$ cat src/rtl/gbarpi_spi_pkg.sv
// Shared types and constants for the SPI0 framebuffer link: FSM states,
// the memory-write command byte and the shift-engine widths.
package gbarpi_spi_pkg;

  localparam logic [7:0] SPI_CMD_MEMWRITE = 8'h2C;
  localparam int         WORD_W           = 16;
  localparam int         BIT_CNT_W        = 4;

  localparam logic [BIT_CNT_W-1:0] CMD_LAST_BIT  = 4'd7;
  localparam logic [BIT_CNT_W-1:0] WORD_LAST_BIT = 4'd15;

  typedef enum logic [2:0] {
    ST_IDLE     = 3'd0,
    ST_CS_SETUP = 3'd1,
    ST_CMD      = 3'd2,
    ST_FETCH    = 3'd3,
    ST_DATA     = 3'd4,
    ST_CS_HOLD  = 3'd5,
    ST_GAP      = 3'd6
  } spi_state_e;

endpackage

$ cat src/rtl/spi_shift_engine.sv
// Mode-0 SPI shifter: serialises a left-aligned word MSB first, SCLK low then
// high for CLK_DIV cycles per phase; MOSI only moves on the falling edge.
module spi_shift_engine
  import gbarpi_spi_pkg::*;
#(
  parameter int CLK_DIV = 2
) (
  input  logic                 clk,
  input  logic                 resetn,
  input  logic                 start,
  input  logic [WORD_W-1:0]    load_data,
  input  logic [BIT_CNT_W-1:0] bit_last,
  output logic                 sclk,
  output logic                 mosi,
  output logic                 bit_done,
  output logic                 word_done
);

  localparam int               DIV_W    = (CLK_DIV > 1) ? $clog2(CLK_DIV) : 1;
  localparam logic [DIV_W-1:0] DIV_LAST = DIV_W'(CLK_DIV - 1);

  logic                 active;
  logic [DIV_W-1:0]     div_cnt;
  logic [BIT_CNT_W-1:0] bit_cnt;
  logic [WORD_W-1:0]    shreg;
  logic                 div_last;

  assign div_last  = (div_cnt == DIV_LAST);
  // Strobes fire in the last high cycle, so the falling edge and the shift share one clock edge.
  assign bit_done  = active && sclk && div_last;
  assign word_done = bit_done && (bit_cnt == bit_last);
  assign mosi      = shreg[WORD_W-1];

  always_ff @(posedge clk) begin
    if (!resetn) begin
      active  <= 1'b0;
      sclk    <= 1'b0;
      div_cnt <= '0;
      bit_cnt <= '0;
    end else if (start) begin
      active  <= 1'b1;
      sclk    <= 1'b0;
      div_cnt <= '0;
      bit_cnt <= '0;
    end else if (active) begin
      if (div_last) begin
        div_cnt <= '0;
        sclk    <= ~sclk;
        if (sclk) begin
          if (bit_cnt == bit_last) active <= 1'b0;
          else                     bit_cnt <= bit_cnt + 1'b1;
        end
      end else begin
        div_cnt <= div_cnt + 1'b1;
      end
    end
  end

  always_ff @(posedge clk) begin
    if (start)         shreg <= load_data;
    else if (bit_done) shreg <= {shreg[WORD_W-2:0], 1'b0};
  end

endmodule

$ cat src/rtl/spi_frame_transmitter.sv
// SPI0 frame sender: one command byte (DC=0) followed by FRAME_WORDS pixel
// words (DC=1) fetched through a req/valid read port, CSn low for the frame.
module spi_frame_transmitter
  import gbarpi_spi_pkg::*;
#(
  parameter int         CLK_DIV     = 2,
  parameter int         FRAME_WORDS = 38400,
  parameter int         ADDR_W      = 17,
  parameter logic [7:0] CMD_BYTE    = SPI_CMD_MEMWRITE
) (
  input  logic              IwClk,
  input  logic              IwResetn,
  input  logic              IwStart,
  output logic              OwBusy,
  output logic              OwDone,
  output logic [ADDR_W-1:0] ObReadAddr,
  output logic              OwReadReq,
  input  logic [15:0]       IbReadData,
  input  logic              IwReadValid,
  output logic              ObCSn,
  output logic              ObSCLK,
  output logic              ObMOSI,
  output logic              ObDC
);

  localparam int               IDX_W     = (FRAME_WORDS > 1) ? $clog2(FRAME_WORDS) : 1;
  localparam int               TMR_W     = $clog2(2 * CLK_DIV + 1);
  localparam logic [IDX_W-1:0] IDX_LAST  = IDX_W'(FRAME_WORDS - 1);
  localparam logic [TMR_W-1:0] EDGE_LAST = TMR_W'(CLK_DIV - 1);
  localparam logic [TMR_W-1:0] GAP_LAST  = TMR_W'(2 * CLK_DIV - 1);

  spi_state_e           state;
  spi_state_e           state_next;
  logic [TMR_W-1:0]     tmr;
  logic [IDX_W-1:0]     word_idx;
  logic                 done_q;
  logic                 eng_start;
  logic                 eng_sclk;
  logic                 eng_mosi;
  logic                 eng_bit_done;
  logic                 eng_word_done;
  logic                 word_end;
  logic [WORD_W-1:0]    eng_load;
  logic [BIT_CNT_W-1:0] eng_last;

  always_ff @(posedge IwClk) begin
    if (!IwResetn) state <= ST_IDLE;
    else           state <= state_next;
  end

  // Phase timer restarts on every state change; it saturates rather than wraps.
  always_ff @(posedge IwClk) begin
    if (!IwResetn || state_next != state) tmr <= '0;
    else if (tmr != GAP_LAST)             tmr <= tmr + 1'b1;
  end

  always_ff @(posedge IwClk) begin
    if (!IwResetn)                 word_idx <= '0;
    else if (state == ST_IDLE)     word_idx <= '0;
    else if (state == ST_DATA && word_end && word_idx != IDX_LAST)
                                   word_idx <= word_idx + 1'b1;
  end

  always_ff @(posedge IwClk) begin
    if (!IwResetn) done_q <= 1'b0;
    else           done_q <= (state == ST_GAP) && (tmr == GAP_LAST);
  end

  always_comb begin
    state_next = state;
    case (state)
      // done_q blocks a start landing in the Done cycle itself.
      ST_IDLE:     if (IwStart && !done_q)  state_next = ST_CS_SETUP;
      ST_CS_SETUP: if (tmr == EDGE_LAST)    state_next = ST_CMD;
      ST_CMD:      if (word_end)            state_next = ST_FETCH;
      ST_FETCH:    if (IwReadValid)         state_next = ST_DATA;
      ST_DATA:     if (word_end)            state_next = (word_idx == IDX_LAST) ? ST_CS_HOLD : ST_FETCH;
      ST_CS_HOLD:  if (tmr == EDGE_LAST)    state_next = ST_GAP;
      ST_GAP:      if (tmr == GAP_LAST)     state_next = ST_IDLE;
      default:                              state_next = ST_IDLE;
    endcase
  end

  assign word_end  = eng_bit_done && eng_word_done;
  assign eng_start = ((state == ST_CS_SETUP) && (tmr == EDGE_LAST)) ||
                     ((state == ST_FETCH) && IwReadValid);
  assign eng_load  = (state == ST_FETCH) ? IbReadData : {CMD_BYTE, {(WORD_W-8){1'b0}}};
  assign eng_last  = (state == ST_CMD || state == ST_CS_SETUP) ? CMD_LAST_BIT : WORD_LAST_BIT;

  spi_shift_engine #(
    .CLK_DIV (CLK_DIV)
  ) u_shift (
    .clk       (IwClk),
    .resetn    (IwResetn),
    .start     (eng_start),
    .load_data (eng_load),
    .bit_last  (eng_last),
    .sclk      (eng_sclk),
    .mosi      (eng_mosi),
    .bit_done  (eng_bit_done),
    .word_done (eng_word_done)
  );

  always_comb begin
    ObCSn      = (state == ST_IDLE) || (state == ST_GAP);
    ObSCLK     = eng_sclk;
    ObMOSI     = 1'b0;
    ObDC       = 1'b0;
    OwBusy     = (state != ST_IDLE);
    OwDone     = done_q;
    OwReadReq  = (state == ST_FETCH);
    ObReadAddr = ADDR_W'(word_idx);
    case (state)
      ST_CS_SETUP: ObMOSI = CMD_BYTE[7];
      ST_CMD:      ObMOSI = eng_mosi;
      ST_DATA:     begin ObMOSI = eng_mosi; ObDC = 1'b1; end
      ST_FETCH:    ObDC = (word_idx != '0);
      ST_CS_HOLD:  ObDC = 1'b1;
      default:     ObMOSI = 1'b0;
    endcase
  end

endmodule

$ cat config.mk
export PLATFORM = sky130hd
export DESIGN_NAME = spi_frame_transmitter
export DESIGN_NICKNAME = d
export VERILOG_FILES = /design/src/rtl/gbarpi_spi_pkg.sv /design/src/rtl/spi_shift_engine.sv /design/src/rtl/spi_frame_transmitter.sv
export SDC_FILE = /design/constraint.sdc
export NUM_CORES = 1
export LEC_CHECK = 0
export ABC_AREA = 1
export BUFFER_PORTS_ARGS = -buffer_cell sky130_fd_sc_hd__clkbuf_2
export CAP_MARGIN = 20
export CELL_PAD_IN_SITES_DETAIL_PLACEMENT = 2
export CELL_PAD_IN_SITES_GLOBAL_PLACEMENT = 2
export CORE_UTILIZATION = 29
export CTS_CLUSTER_DIAMETER = 200
export DETAILED_ROUTE_END_ITERATION = 6
export GPL_ROUTABILITY_DRIVEN = 0
export PLACE_DENSITY_LB_ADDON = 0.15
export RECOVER_POWER = 50
export SLEW_MARGIN = 0
export SYNTH_ARGS = -nofsm -noshare
export SYNTH_HDL_FRONTEND = slang
export SYNTH_SLANG_ARGS = --single-unit
$ cat constraint.sdc
create_clock -name IwClk -period 1.74 [get_ports IwClk]
set_input_delay 0.348 -clock IwClk [delete_from_list [all_inputs] [get_ports IwClk]]
set_output_delay 0.348 -clock IwClk [all_outputs]
set_load 0.02 [all_outputs]
Yosys cells after proc, flatten, opt, wreduce, memory -nomap -nowiden:

Index checks and enable logic that the tools add are counted.

* flip-flop bits (word level): 46
* bits in latches: 0
* memory bits (writable): 0
* bits in read-only memories: 0
* output and inout bits: 24
* logic and storage cells: 76
* memories kept: 0

* add/subtract/negate cells: 4
* $mul: 0
* div/mod/pow operators: 0
* magnitude comparators: 0
* eq/ne operators: 13
* shifts and indexed selects: 0
* multiplexer cells: 21
* bitwise gates (word level): 3
* reduce and logical (&&, ||, !) cells: 26

Operators by type and width (count)
* $mux 16: 3
* $mux 3: 8
* $pmux 3 s7: 1
* $add 16x1->16 const B: 1
* $eq 16x16->1 const B: 1
* $ne 16x16->1 const B: 1
* $reduce_bool 16->1: 1
* $logic_and 1x1->1: 10
* $eq 3x2->1 const B: 3
* $eq 3x3->1 const B: 3
* $reduce_or 2->1: 4
* $mux 1: 7
* $eq 3x1->1 const B: 2
* $add 4x1->4 const B: 1
* $eq 4x4->1: 1
* $logic_or 1x1->1: 4
* $mux 4: 1
* $reduce_and 4->1: 1
* $add 3x1->3 const B: 1
* $logic_not 3->1: 1
* $ne 3x2->1 const B: 1
* $ne 3x3->1: 1
* $not 1->1: 3
* $reduce_bool 3->1: 1
* 5 further kinds: 6

Logic depth before layout (Yosys ltp):

Gate-level depths: netlist of run 1.

* depth in word-level cells: 10
* gate-level depth with buffers: 12

Hierarchy:

From an unflattened synthesis of run 1, not the netlist that was laid out.

* cell total of the unflattened synthesis: 408
* area total of the unflattened synthesis: 2790.2 um2

Modules (own cells, without submodules)
* spi_frame_transmitter: times used 1, cells each 276, area an instance 1685.4 um2, seq. area each 460.4 um2
* spi_shift_engine: times used 1, cells each 132, area an instance 1104.8 um2, seq. area each 620.6 um2

Worst setup path before layout of run 1:

No wires, ideal clock.

* path type: register to register
* start: register state[2]
* end: register u_shift.shreg[0], enable pin
* setup time: 0.372 ns
* data arrival time: 1.466 ns
* data required time: 1.368 ns
* slack: -0.097 ns
* stages on the path, launching flop included: 9
* period minus slack after synthesis: 1.837 ns
* cells stage by stage: dfxtp_1 inv_1 nand3_2 inv_2 nand2_2 inv_2 nor2_4 buf_2 nand2_1

* word-level cells in the longest chain between the ends: 4
* elaborated cells on any way between the ends: 6
* classes of those cells: eq/ne (2); reduce/logical (4)

Ends and longest elaborated chain
* from (decl): line spi_frame_transmitter.sv:32 `spi_state_e state;`
* from (signal assigned): line spi_frame_transmitter.sv:48 `else state <= state_next;`
* $eq 3x2->1
* via OwReadReq: line spi_frame_transmitter.sv:17 `output logic OwReadReq,`
* $logic_and 1x1->1: line spi_frame_transmitter.sv:86 `((state == ST_FETCH) && IwReadValid);`
* $logic_or 1x1->1: line spi_frame_transmitter.sv:85 `assign eng_start = ((state == ST_CS_SETUP) && (tmr == EDGE_LAST)) ||`
* $reduce_bool 2->1 (no line)
* to (signal assigned): line spi_shift_engine.sv:60 `if (start) shreg <= load_data;`
* to (signal assigned): line spi_shift_engine.sv:61 `else if (bit_done) shreg <= {shreg[WORD_W-2:0], 1'b0};`
* to (decl): line spi_shift_engine.sv:25 `logic [WORD_W-1:0] shreg;`

The timed path passes the listed nets, and every way through them passes these cells.
A chain may end at the register's enable or synchronous reset.

Worst setup path in the final report of run 1:

* start: register word_idx[4]
* end: output ObDC

* word-level cells in the longest chain between the ends: 2

Ends and longest elaborated chain
* from (decl): line spi_frame_transmitter.sv:35 `logic [IDX_W-1:0] word_idx;`
* from (signal assigned): line spi_frame_transmitter.sv:61 `word_idx <= word_idx + 1'b1;`
* $reduce_bool 16->1: line spi_frame_transmitter.sv:117 `ST_FETCH: ObDC = (word_idx != '0);`
* $pmux 1 s2: line spi_frame_transmitter.sv:113 `case (state)`
* to (decl): line spi_frame_transmitter.sv:23 `output logic ObDC`

Every way passes these cells.

==> results of run 1 <==
## layer usage
| layer | wire length (µm) | vias to the layer above | GRT usage (%) |
|---|---|---|---|
| met5 | 0 | - | 0 |
| met4 | 142 | 0 | 6.28 |
| met3 | 236 | 13 | 3.40 |
| met2 | 4630 | 41 | 37.0 |
| met1 | 3390 | 1198 | 20.9 |
| li1 | - | 1201 | - |
## cell families after synthesis
logic type	synth area share [%]
simple gates	26.7
xor+xnor	3.55
flops	43.8
compound gates	14.1
buf+inv	8.67
other cells	0.152
fa+ha+maj	3.04
## power by group
group | internal (W) | switching (W) | total [W]
sequential | 0.00117 | 0.0000328 | 0.00120
combinational | 0.000164 | 0.000254 | 0.000418
clock | 0.000283 | 0.000393 | 0.000677
total | 0.00162 | 0.000680 | 0.00229
## registers in the layout, indices dropped and copies added (netlist names)
name,count
OwDone,1
u_shift.shreg,16
tmr,3
u_shift.bit_cnt,4
u_shift.active,1
word_idx,16
u_shift.div_cnt,1
state,3
u_shift.sclk,1
## final timing paths
check / from / to / slack (ps)
setup / recovery: word_idx[4]$_SDFFE_PP0P_ / ObDC / -150
hold / removal: IbReadData[6] / u_shift.shreg[6]$_DFFE_PP_ / 340
setup reg to reg: state[2]$_SDFF_PN0_ / tmr[0]$_SDFFE_PP0N_ / -130
hold reg to reg: word_idx[14]$_SDFFE_PP0P_ / word_idx[14]$_SDFFE_PP0P_ / 500
## worst reg2reg max path, stage by stage, from the launching register on
cell and delay (ps):
dfxtp_4 380, inv_1 150, nand3_1 210, nand3_1 180, nand2_1 90, nor2_2 130
nand4_1 170, buf_4 200, nand2_4 70, nor2_4 50, nor3_2 170
## per-stage QoR
| stage | setup TNS [ps] | worst slack [ps] | hold slack (ps) |
|---|---|---|---|
| detailed placement | -409 | -119 | 489 |
| finish | -611 | -151 | 335 |
| CTS | -198 | -198 | 332 |
| global route | -7040 | -309 | 341 |
| global placement | 0 | 0.336 | 469 |
| floorplan | 0 | 77.5 | 463 |
## final cells by class
type / instances / area, µm² / area share (%)
Multi-Input combinational cell: 215 / 1360 / 41.1
Sequential cell: 46 / 1100 / 33.1
Timing Repair Buffer: 72 / 449 / 13.6
Inverter: 47 / 184 / 5.55
Timing Repair inverter: 1 / 5.00 / 0.151
Tap cell: 105 / 131 / 3.96
Clock inverter: 2 / 13.8 / 0.415
Clock buffer: 6 / 72.6 / 2.19
## timing repair
action / 4_1_cts / 5_1_grt
gates resized for setup: 16 / 67
setup endpoints to repair: 10 / 38
cloned: 0 / 1
pin swaps: 4 / 12
buffers inserted: 1 / 8
## cell usage in the layout, fill, tap and decap left out, types with 6 or more instances in the layout
cell type and instances:
clkbuf_1 18, a21oi_1 24, xor2_1 9, clkbuf_2 24, a22o_1 12, o21ai_0 7, dfxtp_1 24, nor2_4 6
nor3_1 10, buf_4 24, inv_1 40, nand3_1 15, edfxtp_1 16, nor3_2 7, nand4_1 9, nand2_1 54
nor2_1 16
==> impl_results.md, run 1 <==
* Port bufs at 42
* Fin area at between 0.003 and 0.004 mm²
* Arrival time at the worst endpoint at approximately 1500 ps
* Status: complete, but fails checks
* CTS tree: built
* Cell depth of the worst flop-to-flop path at 10
* Synth warnings at 0
* Clock transition at the registers of the reported paths at 90 ps
* Crit path buffers/inverters at 1
* Non-filler cells, final at about 490
* Initial antenna violation count at 0
* Htree depth at 2
* Post-DRT Antenna Nets at 0
* Seq/Total Area, Yosys at between 40% and 50%
* Violated checks: negative setup slack
* Post-synth EDFFs at 16
* Highest cell delay on the worst timing path at ~330 ps
* Leakage at between 1 and 1.5 nW
* Top cells by count, synth: nand2_1, inv_1, dfxtp_1, a21oi_1, nor2_1
* Placed insts at approximately 480
* First-pass GRT wire length at between 10000 and 15000 µm
* Hold Buf Count CTS at 0
* DRC at 0
* Vias per cell at 4.97
* Total GRT Usage at 19.3%
* Period utilization at 109%
* Post-synth top area share at 24.3%
* # Max-Cap Violations at 0
* Pin count of the biggest net entering global routing at 17
* WL/cell at 17.0 µm
* Gr ovfl total at 0
* Die area at ~0.009 mm²
* Synthesized area at 0.00247 mm²
* Mapped Cells at between 300 and 400
* Hpwl dp at between 6000 and 7000 µm
* Ratio of cells with drive above 1 in the final layout at about 30%
* Synth async-reset ratio at 0%
* Placed cell areas at 0.00294 mm²
* Power Density at approximately 690 mW/mm²
* FP Rows at 33
* Worst path cell trace: nor4_2 -> nand4_1 -> nor3_2 -> o22ai_1 -> buf_2
* Worst path top cell family by delay: simple AND/OR/NAND/NOR gates
* First DRT Iteration DRCs at 37
* Hold Fails Final Rpt at 0
* Post-synth net total at 340
* CTS root buf: clkbuf_8
* Via count at about 2500
* Min cycle time layout at between 1500 and 2000 ps
* Utilization after layout at around two fifths
* Max Clk Rate at ~530 MHz
* Synth area leaders: dfxtp_1, edfxtp_1, nand2_1
* Critical path required time at between 1000 and 1500 ps
* Final worst setup slack at -151 ps
* Nets at 414
* Hold/Removal Path Class: in -> reg
* Starting Density at between 30% and 40%
* Core area at 0.00822 mm²
* CP max stage cell: dfxtp_1
* Ant diodes at 0
* Clk_lat worst skew at ~310 ps
* Clock skew at 4.34 ps
* First-pass DRT Iterations at 4
* RSZ-0062 raised after global routing: yes
* Tot Pwr at 0.00229 W
* Area leader, netlist: dfxtp_1
* IO Pins at 44
* Critical path fanouts, max at 2
* Vias in the first global route at 2650
* Layout area overhead at 34.3%
* Max clock buf depth at 2
* DIE WIDTH at between 90 and 100 µm
* CTS Buf Count at 5
* Final Setup Violations at 20
* Critical path class: reg -> out
* Post-synth top flop: dfxtp_1
* Yosys reg bits at 46
* Synth unique cells at 33
* Most common cell in the netlist: nand2_1
* Crit path depth at 5
* Critical Path Start Type: register
* Clock Sinks at 46
* Syn Area/Cell at 7.86 µm²
* Final-layout fill cell count at 966
* Die height at approximately 94 µm
* Hold depth at 2
* CP endpoint kind: primary output
* Total Routed Length at roughly 8400 µm
* Max VDD drop at roughly 0.00037 V
* Max-slew violations at 0
Power figures use the tool's default switching activity.
==> run 2: changes to the inputs <==
- GPL_TIMING_DRIVEN: not set -> 0
==> run 2 against run 1 <==
Register-to-register slack improved by 140 ps. The run still ends with negative setup slack left. Via count decreased by 1.0%. Routed wire length decreased by 5.3%. Count of clock-buffer cells in the layout shrank 1. Critical path depth up 1. Setup slack lost 110 ps. Utilization fell by 1.2 points. Largest power group unchanged.
==> impl_results.md, run 2 (synthesized netlist as in run 1, its figures left out) <==
* Max VDD drop at approximately 0.00038 V
* Part of the power in the clock network at between 30 and 40%
* Met2 usage at around a third
* First DRT Iteration DRCs at between 60 and 70
* Period utilization at 115%
* Die area at slightly below 0.009 mm²
* Power Density at ~720 mW/mm²
* Pin count of the biggest net entering global routing at 17
* FP Rows at 33
* Core area at around 0.0082 mm²
* First-pass DRT Iterations at 4
* Starting Density at between 30% and 40%
* Most Crowded Layer GR: met2
* Cell depth of the worst flop-to-flop path at 11
* Post-DRT Antenna Nets at 0
* Final setup TNS at -256 ps
* Min cycle time layout at roughly 2000 ps
* DIE WIDTH at between 90 and 100 µm
* Ant diodes at 0
* Total GRT Usage at a little under a fifth
* Die height at approximately 94 µm
* Placed insts at around 460
* Max clock buf depth at 2
* Sw Pwr at about 0.00070 W
* Gr ovfl total at 0
* Vias in the first global route at roughly 2500
* Most frequent cells in the layout: nand2_1, inv_1, clkbuf_2
* Hold Buf Count CTS at 0
* Htree depth at 2
* Logic gate share of total power at 16.5%
* Leakage at approximately 1.3 nW
* Layout area overhead at 30.5%
* Non-filler cells, final at 481
* Critical Path Start Type: register
* Via count at approximately 2400
* First-pass GRT wire length at between 10000 and 15000 µm
* Sequential share of power at roughly 52%
* Status: complete, but fails checks
* Clock skew at approximately 6.6 ps
* # Max-Cap Violations at 0
* Reg2reg setup slack at ~10 ps
* Initial antenna violation count at 0
* Hold path start: IbReadData[12]
* Hold EP: u_shift.shreg[12]$_DFFE_PP_
* Largest regs: u_shift.shreg (16), word_idx (16), u_shift.bit_cnt (4)
* Switching share of power at between 30 and 40%
* Hold depth at 2
* Nets at ~400
* Hold Fails Final Rpt at 0
* M1 GR Usage at 21.5%
* Fin area at between 0.003 and 0.004 mm²
* Critical path class: reg -> out
* Placed cell areas at between 0.002 and 0.003 mm²
* Final Setup Violations at 1
* Crit Reg-Reg Endpoint: word_idx[4]$_SDFFE_PP0P_
* RSZ-0062 raised after global routing: yes
* Final worst setup slack at -256 ps
* Total Routed Length at 7950 µm
* Final-layout fill cell count at between 900 and 1000
* Max Clk Rate at 501 MHz
* Hpwl dp at between 5000 and 6000 µm
* Hold/Removal Path Class: in -> reg
* Arrival time at the worst endpoint at ~1700 ps
* WL/cell at roughly 17 µm
* IO Pins at 44
* Violated checks: negative setup slack
* Port bufs at between 40 and 50
* Vias per cell at 5.05
* Clock transition at the registers of the reported paths at about 100 ps
* CTS root buf: clkbuf_8
* Clock Sinks at between 40 and 50
* Max-slew violations at 0
* CTS Buf Count at 5
* Commonest non-fill, non-tap cell in the layout: nand2_1
* Clk_lat worst skew at just over 300 ps
* Tot Pwr at about 0.0023 W
* DRC at 0
* Ratio of cells with drive above 1 in the final layout at 32.4%
* Grt met3 use at between 3 and 4%
* Critical path required time at 1390 ps
* Pint at about 0.0016 W
* CP endpoint kind: primary output
* Critical path fanouts, max at 6
* CTS tree: built
* Reg2reg start: state[2]$_SDFF_PN0_
-- run 2: cell count changes in the layout (fill, tap and decap cells not counted), moves of 4 or more --
cell / previous run / this run
dfxtp_4: 3 / 7
buf_4: 24 / 15
clkbuf_2: 24 / 31
clkbuf_1: 18 / 10
nand2_1: 54 / 59
a21oi_2: 2 / 6
inv_1: 40 / 36
dfxtp_1: 24 / 18
inv_2: 5 / 10
a21oi_1: 24 / 20
nand2_4: 4 / 0
-- run 2: final cells by class --
| cell class | count | area, µm² | share of cell area, % |
|---|---|---|---|
| multi-input combinational | 215 | 1360 | 42.2 |
| clock inverter | 3 | 23.8 | 0.738 |
| clock buffer | 5 | 68.8 | 2.14 |
| tap | 105 | 131 | 4.08 |
| buffer | 6 | 47.5 | 1.48 |
| timing repair buffer | 54 | 297 | 9.21 |
| sequential | 46 | 1110 | 34.6 |
| inverter | 47 | 179 | 5.56 |
-- run 2: stage by stage --
stage                     hold WS, ps  setup WS (ps)  util [%]
after floorplan                   463           77.5         -
after global placement            471           -257      34.2
after detailed placement          481           -267      34.2
after CTS                         322           -237      36.1
after global routing              320           -372      39.2
final                             320           -256      39.2
-- run 2: power groups by stage --
stage	Clock [W]	Combinational [W]	Sequential [W]
after global routing	0.000775	0.000429	0.00121
after detailed placement	0	0.000311	0.00123
final	0.000720	0.000380	0.00120
after CTS	0.000732	0.000325	0.00121
after global placement	0	0.000296	0.00123
after floorplan	0	0.000210	0.00122
-- run 2: critical path, cell delays in order (launching register included) --
cell and delay, ps:
dfxtp_4 390, inv_2 100, ha_1 170, nand4_1 150, nor3_2 250, o22ai_1 110
buf_4 170
-- run 2: repair_timing --
action | in CTS | in global routing
resized for setup | 20 | 63
endpoints found under the setup margin | 39 | 39
setup buffers | 1 | 10
cloned | 0 | 1
hold endpoints to repair | 0 | 0
pin swaps | 3 | 16
-- run 2: worst max-delay path by stage --
stage	slack [ps]	cells past startpoint	from	endpoint
global placement	-260	8	state[2]$_SDFF_PN0_	u_shift.shreg[3]$_DFFE_PP_
global route	-370	5	word_idx[5]$_SDFFE_PP0P_	ObDC
floorplan	80	8	state[2]$_SDFF_PN0_	u_shift.shreg[0]$_SDFFCE_PN0P_
finish	-260	6	word_idx[0]$_SDFFE_PP0P_	ObDC
CTS	-240	5	word_idx[5]$_SDFFE_PP0P_	ObDC
detailed placement	-270	8	state[2]$_SDFF_PN0_	u_shift.shreg[3]$_DFFE_PP_
-- run 2: metal layers --
| metal | wire [µm] | part of all wire [%] |
|---|---|---|
| met1 | 3390 | 43 |
| met2 | 4170 | 52 |
| met3 | 263 | 3.3 |
| met4 | 125 | 1.6 |
| met5 | 0 | 0 |
==> run 3: changes to the inputs <==
- CORE_ASPECT_RATIO: not set -> 0.8
- CORE_UTILIZATION: 29 -> 33
- CTS_BUF_LIST: not set -> sky130_fd_sc_hd__clkbuf_4 sky130_fd_sc_hd__clkbuf_8
- clock period: 1.74 -> 1.9 ns (I/O delays scaled with it)
==> run 3 against run 2 <==
Die area shrank 12%. Sequential power shrank 8%. Global-route usage grew 3.6 points. Clock power shrank 8.3%. Sequential cell count is the same. Combinational power shrank 21%. Clock skew grew 3.2 ps. Register-to-register slack gained 140 ps. First-iteration DRC count grew 10%. The run still ends with negative setup slack left. Sequential share of layout area grew 2.2 points. Non-clock buffer count shrank 9.
==> impl_results.md, run 3 (synthesized netlist as in run 1, its figures left out) <==
* Hold Buf Count CTS at 0
* Vias per cell at approximately 5.2
* Die area at 0.00783 mm²
* Reg2reg start: word_idx[7]$_SDFFE_PP0P_
* Sequential share of power at a little over half
* Total GRT Usage at between 20% and 30%
* Final worst setup slack at -109 ps
* CTS Buf Count at 5
* Leakage at 1.26 nW
* Hold_ws at about 370 ps
* FP Rows at 27
* Initial antenna violation count at 0
* WL/cell at around 17 µm
* Hold Fails Final Rpt at 0
* Hold/Removal Path Class: in -> reg
* Logic gate share of total power at roughly 15%
* # Max-Cap Violations at 0
* Min cycle time layout at between 2000 and 2500 ps
* Port bufs at between 40 and 50
* Critical Path Start Type: register
* Max-slew violations at 0
* Ratio of cells with drive above 1 in the final layout at 25.3%
* Commonest non-fill, non-tap cell in the layout: nand2_1
* Clock skew at 9.78 ps
* Htree depth at 2
* Pint at between 0.001 and 0.0015 W
* Via count at around 2400
* Critical path required time at roughly 1500 ps
* Total Routed Length at 7900 µm
* Slew of the pin with the lowest slew margin at approximately 550 ps
* DIE WIDTH at 98.7 µm
* Reg2reg setup slack at 150 ps
* CP endpoint kind: primary output
* Clock Sinks at between 40 and 50
* Arrival time at the worst endpoint at approximately 1600 ps
* Fin area at 0.00300 mm²
* Cell depth of the worst flop-to-flop path at 11
* Switching share of power at 28.7%
* First-pass GRT wire length at roughly 13000 µm
* Final Setup Violations at 1
* Crit path to: ObDC
* First-pass DRT Iterations at 4
* Pin count of the biggest net entering global routing at 17
* Critical path class: reg -> out
* Max VDD drop at 0.000266 V
* Final-layout fill cell count at 834
* Status: complete, but fails checks
* Tot Pwr at slightly above 0.002 W
* Critical Path Start: word_idx[5]$_SDFFE_PP0P_
* DRC at 0
* Vias in the first global route at about 2400
* Hpwl dp at roughly 6000 µm
* Max clock buf depth at 2
* Period utilization at 106%
* Relative slew slack at 63.0%
* Starting Density at 34.9%
* Largest regs: u_shift.shreg (16), word_idx (16), u_shift.bit_cnt (4)
* CTS tree: built
* Sw Pwr at a little under 0.0006 W
* Power Density at slightly below 700 mW/mm²
* Core area at ~0.0071 mm²
* Nets at 392
* CTS root buf: clkbuf_8
* First DRT Iteration DRCs at 76
* Post-DRT Antenna Nets at 0
* Placed cell areas at about 0.0028 mm²
* Die height at just under 80 µm
* Violated checks: negative setup slack
* Clock transition at the registers of the reported paths at roughly 100 ps
* Layout area overhead at 21.5%
* Gr ovfl total at 0
* Clk_lat worst skew at ~300 ps
* Ant diodes at 0
* Part of the power in the clock network at 32.0%
* Crit Reg-Reg Endpoint: word_idx[15]$_SDFFE_PP0P_
* Critical path fanouts, max at 2
* RSZ-0062 raised after global routing: yes
* IO Pins at 44
* Non-filler cells, final at roughly 450
* Most frequent cells in the layout: nand2_1, inv_1, clkbuf_2
* Placed insts at roughly 440
* Max Clk Rate at approximately 500 MHz
[run 3: worst max-delay path, stage by stage (launching register included)]
cell     delay [ps]
dfxtp_4         360
nor4_4          260
nand4_1         200
nor3_2          210
o22ai_1         120
buf_4           170
[run 3: final cells by class]
type	instances	area [µm²]	area share [%]
buffer	6	46.3	1.54
clock buffer	6	82.6	2.75
clock inverter	2	12.5	0.417
inverter	47	176	5.88
multi-input combinational	215	1230	41.2
sequential	46	1100	36.8
tap	87	109	3.63
timing repair buffer	45	235	7.85
[run 3: routing by layer]
layer	vias up	share of wire, %	track usage (%)
met5	-	0	0
met4	0	0.89	4.93
met3	8	3.2	3.08
met2	38	45	34.0
met1	1154	51	31.3
li1	1156	-	-
[run 3: power by group through the flow]
stage	combinational, W	sequential (W)	clock, W
2_1_floorplan	0.000191	0.00112	0
3_5_place_dp	0.000287	0.00113	0
3_3_place_gp	0.000271	0.00112	0
6_report	0.000302	0.00110	0.000660
4_1_cts	0.000294	0.00110	0.000681
5_1_grt	0.000343	0.00111	0.000717
[run 3: repair_timing]
item / 4_1_cts / 5_1_grt
endpoints found under the hold margin: 0 / 0
buffers inserted: 3 / 0
gates resized for setup: 14 / 20
pin swaps: 4 / 4
endpoints found under the setup margin: 34 / 39
[run 3: metrics by stage]
step / util [%] / setup slack (ps) / TNS (ps)
2_1_floorplan: - / 62.6 / 0
3_3_place_gp: 39.5 / -315 / -5290
3_5_place_dp: 39.5 / -399 / -8010
4_1_cts: 41.8 / -174 / -174
5_1_grt: 42.5 / -171 / -187
6_report: 42.5 / -109 / -109
[run 3: worst min path at each step]
stage / slack [ps] / cells after the start / endpoint / from
3_3_place_gp: 470 / 2 / word_idx[14]$_SDFFE_PP0P_ / word_idx[14]$_SDFFE_PP0P_
4_1_cts: 370 / 2 / u_shift.shreg[1]$_DFFE_PP_ / IbReadData[1]
5_1_grt: 370 / 2 / u_shift.shreg[3]$_DFFE_PP_ / IbReadData[3]
6_report: 370 / 2 / u_shift.shreg[1]$_DFFE_PP_ / IbReadData[1]
3_5_place_dp: 480 / 2 / word_idx[13]$_SDFFE_PP0P_ / word_idx[13]$_SDFFE_PP0P_
2_1_floorplan: 460 / 2 / u_shift.active$_SDFF_PN0_ / u_shift.active$_SDFF_PN0_
